**config.mk**
```make
export PLATFORM = sky130hd
export DESIGN_NAME = hub75_column_driver
export DESIGN_NICKNAME = d
export VERILOG_FILES = /design/src/rtl/hub75_column_driver.sv
export SDC_FILE = /design/constraint.sdc
export NUM_CORES = 2
export LEC_CHECK = 0
export CORE_AREA = 3 3 454 456
export CTS_BUF_LIST = sky130_fd_sc_hd__clkbuf_16
export CTS_CLUSTER_DIAMETER = 40
export DETAILED_ROUTE_END_ITERATION = 12
export DIE_AREA = 0 0 457 459
export DONT_BUFFER_PORTS = 1
export PLACE_DENSITY = 0.47
export SETUP_SLACK_MARGIN = 0.02
export SYNTH_ARGS = -nofsm -noshare
export SYNTH_HDL_FRONTEND = slang
export SYNTH_SLANG_ARGS = --single-unit
```
**constraint.sdc**
```tcl
create_clock -name clk_in -period 3.8 [get_ports clk_in]
set_clock_uncertainty 0.2 [all_clocks]
set_input_delay 0.76 -clock clk_in [delete_from_list [all_inputs] [get_ports clk_in]]
set_output_delay 0.76 -clock clk_in [all_outputs]
set_load 0.03 [all_outputs]
```
**src/rtl/hub75_column_driver.sv**
```systemverilog
// HUB75 column driver: requests a column pair, shifts it onto the panel one
// BCM plane at a time, latches it and opens the output-enable window per plane.
module hub75_column_driver #(
   parameter int NUM_ROWS       = 64,
   parameter int SCAN_RATE      = 32,
   parameter int RGB_RES        = 9,
   parameter int BASE_ON_CYCLES = 8
) (
   input  logic                                  clk_in,
   input  logic                                  rst_in,
   input  logic [1:0][NUM_ROWS-1:0][RGB_RES-1:0] columns,
   input  logic [$clog2(SCAN_RATE)-1:0]          col_num1,
   input  logic                                  data_valid,
   output logic                                  hub75_ready,
   output logic [2:0]                            rgb0,
   output logic [2:0]                            rgb1,
   output logic [$clog2(SCAN_RATE)-1:0]          addr,
   output logic                                  clk_out,
   output logic                                  latch,
   output logic                                  oe_n
);

   localparam int AW = $clog2(SCAN_RATE);
   localparam int PW = $clog2(NUM_ROWS);
   localparam int DW = $clog2((BASE_ON_CYCLES << 2) + 1);
   localparam int CB = RGB_RES / 3;
   localparam logic [PW-1:0] LAST_PIX = PW'(NUM_ROWS - 1);

   typedef enum logic [2:0] {REQ, WAIT, SHIFT, BLANK, LATCH, DISPLAY} state_t;

   state_t                             state, state_d;
   logic [1:0]                         plane, plane_d, plane_p1;
   logic [PW-1:0]                      pix, pix_d, pix_m1;
   logic                               phase, phase_d;
   logic [DW-1:0]                      dcnt, dcnt_d;
   logic [NUM_ROWS-1:0][RGB_RES-1:0]   cap0, cap1;
   logic [AW-1:0]                      row_addr;
   logic                               capture;
   logic                               ready_d, clk_d, latch_d, oe_d;
   logic [2:0]                         rgb0_d, rgb1_d;
   logic [AW-1:0]                      addr_d;

   function automatic logic [2:0] plane_bits(input logic [RGB_RES-1:0] px,
                                             input logic [1:0] p);
      return {px[2*CB + int'(p)], px[CB + int'(p)], px[int'(p)]};
   endfunction

   assign pix_m1   = pix - PW'(1);
   assign plane_p1 = plane + 2'd1;

   // State reflects what the outputs show this cycle; outputs are registered
   // from the next-state decode so the panel pins never see combinational glitches.
   always_ff @(posedge clk_in or negedge rst_in) begin
      if (!rst_in) begin
         state       <= REQ;
         plane       <= '0;
         pix         <= '0;
         phase       <= 1'b0;
         dcnt        <= '0;
         cap0        <= '0;
         cap1        <= '0;
         row_addr    <= '0;
         hub75_ready <= 1'b0;
         rgb0        <= '0;
         rgb1        <= '0;
         addr        <= '0;
         clk_out     <= 1'b0;
         latch       <= 1'b0;
         oe_n        <= 1'b1;
      end else begin
         state       <= state_d;
         plane       <= plane_d;
         pix         <= pix_d;
         phase       <= phase_d;
         dcnt        <= dcnt_d;
         hub75_ready <= ready_d;
         rgb0        <= rgb0_d;
         rgb1        <= rgb1_d;
         addr        <= addr_d;
         clk_out     <= clk_d;
         latch       <= latch_d;
         oe_n        <= oe_d;
         if (capture) begin
            cap0     <= columns[0];
            cap1     <= columns[1];
            row_addr <= col_num1;
         end
      end
   end

   // REQ stays put until the ready pulse has actually been driven, which also
   // gives the pulse right after reset release.
   always_comb begin
      state_d = state;
      plane_d = plane;
      pix_d   = pix;
      phase_d = phase;
      dcnt_d  = dcnt;
      capture = 1'b0;
      ready_d = 1'b0;
      rgb0_d  = rgb0;
      rgb1_d  = rgb1;
      clk_d   = 1'b0;
      latch_d = 1'b0;
      oe_d    = 1'b1;
      addr_d  = addr;
      case (state)
         REQ: begin
            if (!hub75_ready) ready_d = 1'b1;
            else              state_d = WAIT;
         end
         WAIT: begin
            if (data_valid) begin
               capture = 1'b1;
               state_d = SHIFT;
               plane_d = 2'd0;
               pix_d   = LAST_PIX;
               phase_d = 1'b0;
               rgb0_d  = plane_bits(columns[0][LAST_PIX], 2'd0);
               rgb1_d  = plane_bits(columns[1][LAST_PIX], 2'd0);
            end
         end
         SHIFT: begin
            if (!phase) begin
               phase_d = 1'b1;
               clk_d   = 1'b1;
            end else if (pix == '0) begin
               state_d = BLANK;
            end else begin
               pix_d   = pix_m1;
               phase_d = 1'b0;
               rgb0_d  = plane_bits(cap0[pix_m1], plane);
               rgb1_d  = plane_bits(cap1[pix_m1], plane);
            end
         end
         BLANK: begin
            state_d = LATCH;
            latch_d = 1'b1;
            addr_d  = row_addr;
         end
         LATCH: begin
            state_d = DISPLAY;
            oe_d    = 1'b0;
            dcnt_d  = DW'((BASE_ON_CYCLES << plane) - 1);
         end
         DISPLAY: begin
            if (dcnt != '0) begin
               dcnt_d = dcnt - DW'(1);
               oe_d   = 1'b0;
            end else if (plane == 2'd2) begin
               state_d = REQ;
               ready_d = 1'b1;
            end else begin
               state_d = SHIFT;
               plane_d = plane_p1;
               pix_d   = LAST_PIX;
               phase_d = 1'b0;
               rgb0_d  = plane_bits(cap0[LAST_PIX], plane_p1);
               rgb1_d  = plane_bits(cap1[LAST_PIX], plane_p1);
            end
         end
         default: state_d = REQ;
      endcase
   end

endmodule

```
==> reports/qor.yml <==
synth:
  netlist_area_mm2: 0.0542
  seq_area_frac_synth: 0.549
  ys_dominant_reg_cell: "dfrtp_1"
  async_flop_share: 1.00
  syn_nets: 4560
  avgSynthCellArea_um2: 16.0
  synth-edff-count: 0
  synth_cell_types: 75
  synth_cells: 3394
  synth_warnings: 0
  synth-seq-cells: 1190
place:
  dp_slack_ns: -0.112
  placed_area_mm2: 0.0590
  io_buffer_count: 0
  place_hpwl_um: 179000
  gp_congestion: 0.854
min_path:
  worstHoldPathType: "input pin to asynchronous set/reset pin"
sta:
  finalSetupTns_ns: 0
  min_period_ns: 3.74
  rsz0062_at_grt: "yes"
  final_max_slew_viol_count: 0
  holdWs_ns: -0.0263
  hold_viol: 9
  worst_slew_pin_slew_ns: 1.30
  max_freq_mhz: 267
  slew_headroom: 0.131
  setup_viol: 0
  setup_slack_ns: 0.0551
  timing.final.crit_share: 0.985
drt:
  via_per_inst: 4.80
  drt_first_iter_violations: 2267
  wire_per_inst_um: 30.2
  wl_um: 235000
  postRouteAntennaNets: 0
  first_pass_iters: 7
  route.detailed.drc: 0
  dr_total_vias: 37300
die:
  die_y_um: 459
  initial_utilization: 0.268
  pin_count: 1175
  die_w_um: 457
  die_area_mm2: 0.210
  fp.coreArea_mm2: 0.202
  rows: 165
power:
  power_per_cell_area_mw_per_mm2: 449
  total_power_w: 0.0360
  ir_drop_mv: 0.440
  power_leakage_nw: 36.2
setup_path:
  end_kind: "flop"
  worst_setup_path_start_kind: "flop"
  required_ns: 4.31
  arrival_ns: 4.25
  timing_worst_setup_path_type: "flop to flop"
  cp_max_fo: 35
cells_and_area:
  final_area_mm2: 0.0802
  postLayoutCoreUtil: 0.397
  layout_common_cells: "1188 x dfrtp_1, 1159 x dlygate4sd3_1, 1158 x mux2_2, 319 x mux4_2, 247 x clkbuf_16"
  final_common_cell: "dfrtp_1"
  drive_gt1_frac: 0.440
  area_growth_pct: 47.8
  nets: 5980
  fillers: 18800
grt:
  grt_max_degree: 1191
  overflow: 0
  grt_pass1_vias: 41200
  track_usage: 0.217
  grt_pass1_wl_um: 323000
  antenna_found_initial: 122
outcome:
  failed_checks: "hold timing"
  outcome: "complete, but fails checks"
clock_tree:
  cts_buffer_depth: 3
  cts_tree: "yes"
  h-tree-depth: 4
  clk-insertion-delay-late_ns: 0.90
  cts.clk_slew.worst_paths_ns: 0.05
  cts_buffers: 240
  cts-root-buf: "clkbuf_16"
  clock_sinks: 1190
flow_run:
  drv_cap: 0
==> area by class of cell <==
| cell class | instances | area (um^2) | area share |
|---|---|---|---|
| antenna | 71 | 178 | 0.00222 |
| clock buffer | 240 | 6010 | 0.0749 |
| clock inverter | 216 | 2500 | 0.0312 |
| inverter | 11 | 41.3 | 0.000515 |
| multi-input combinational | 1946 | 23500 | 0.293 |
| sequential | 1190 | 29800 | 0.372 |
| tap | 2672 | 3340 | 0.0417 |
| timing repair buffer | 1425 | 14800 | 0.185 |
==> layer usage <==
metal / global-route usage / wire length (um)
met5: 0 / 207
met4: 0.0706 / 7680
met3: 0.0549 / 14600
met2: 0.364 / 115000
met1: 0.272 / 97400
==> registers in the layout (all words and copies together), names as in the netlist <==
name / cells
oe_n: 1
addr: 5
state: 3
hub75_ready: 1
clk_out: 1
cap0: 576
pix: 6
dcnt: 6
latch: 1
plane: 2
phase: 1
rgb1: 3
rgb0: 3
row_addr: 5
cap1: 576
==> stage by stage <==
| stage | hold WS [ns] | cells |
|---|---|---|
| after detailed placement | 0.277 | 6040 |
| after global placement | 0.265 | 6040 |
| after global routing | 0.0410 | 7744 |
| final | -0.0263 | 7771 |
| after floorplan | 0.235 | 3394 |
| after CTS | -0.671 | 7660 |
==> final timing paths <==
kind	startpoint	slack [ns]	cells after the start	endpoint
max	pix[0]	0.06	12	rgb1[1]
min	rst_in	-0.03	2	cap1[566]
max reg2reg	pix[0]	0.06	12	rgb1[1]
min reg2reg	row_addr[3]	0.30	2	addr[3]
max in group asynchronous	rst_in	0.69	4	cap1[34]
min in group clk_in	columns[567]	0.10	2	rgb0[0]
==> report_power, final <==
part	leakage (nW)	total [W]	internal [W]	switching (W)
clock	4.13	0.0219	0.0139	0.00792
combinational	15.5	0.00143	0.000833	0.000600
sequential	16.6	0.0127	0.0127	0
==> cells by family after synthesis <==
family / after synthesis / share of synthesized area
adder cells (fa/ha/maj): 6 / 0.00138
XOR/XNOR: 7 / 0.00113
AO/OA/AOI/OAI: 160 / 0.0221
multiplexers: 1520 / 0.381
buffers and inverters: 258 / 0.0234
AND/OR/NAND/NOR: 253 / 0.0216
flip-flops: 1190 / 0.549
==> critical path: stages, from the launching register on <==
cell and delay [ns]:
dfrtp_4 0.45, buf_12 0.15, buf_12 0.19, buf_16 0.30, mux4_2 0.58, mux2i_1 0.27, buf_4 0.16, o21ai_0 0.10
o211ai_1 0.20, o22ai_2 0.15, mux4_2 0.48, a32oi_1 0.19, o21ai_1 0.08
==> cells in the mapped netlist (all sizes together) (3+ instances only) <==
library cell  instances  share of area
a2111oi               5        0.00081
a211oi                6        0.00083
a21boi                4        0.00055
a21oi                20         0.0019
a221o                10         0.0018
a221oi                7         0.0014
a22o                  4        0.00065
a22oi                 8         0.0011
a311oi                3        0.00048
a31oi                11         0.0013
a32o                  4        0.00074
a32oi                11         0.0018
and2                  4        0.00046
and3                 12         0.0014
buf                  95          0.012
clkbuf              152          0.011
dfrtp              1189           0.55
ha                    6         0.0014
inv                  10        0.00069
mux2               1158           0.24
mux2i                42         0.0078
mux4                320           0.13
nand2               124         0.0086
nand2b                6        0.00069
nand3                27         0.0025
nand4                 7        0.00081
nor2                 40         0.0028
nor2b                 4        0.00046
nor3                  7        0.00065
nor3b                 6        0.00083
nor4                  4        0.00058
o211ai                6        0.00083
o21a                  3        0.00042
o21ai                26         0.0024
o22ai                 9         0.0012
o31ai                 5        0.00088
or4                   6        0.00097
xnor2                 4        0.00065
xor2                  3        0.00048
==> what timing repair did <==
action / CTS / global route
setup endpoints to repair: 5 / 60
resized for setup: 18 / 39
cloned: 0 / 7
pin swaps: 0 / 11
hold buffers: 1158 / 3
buffers inserted: 6 / 26
hold endpoints to repair: 2350 / 281
(Power assumes the default switching activity.)
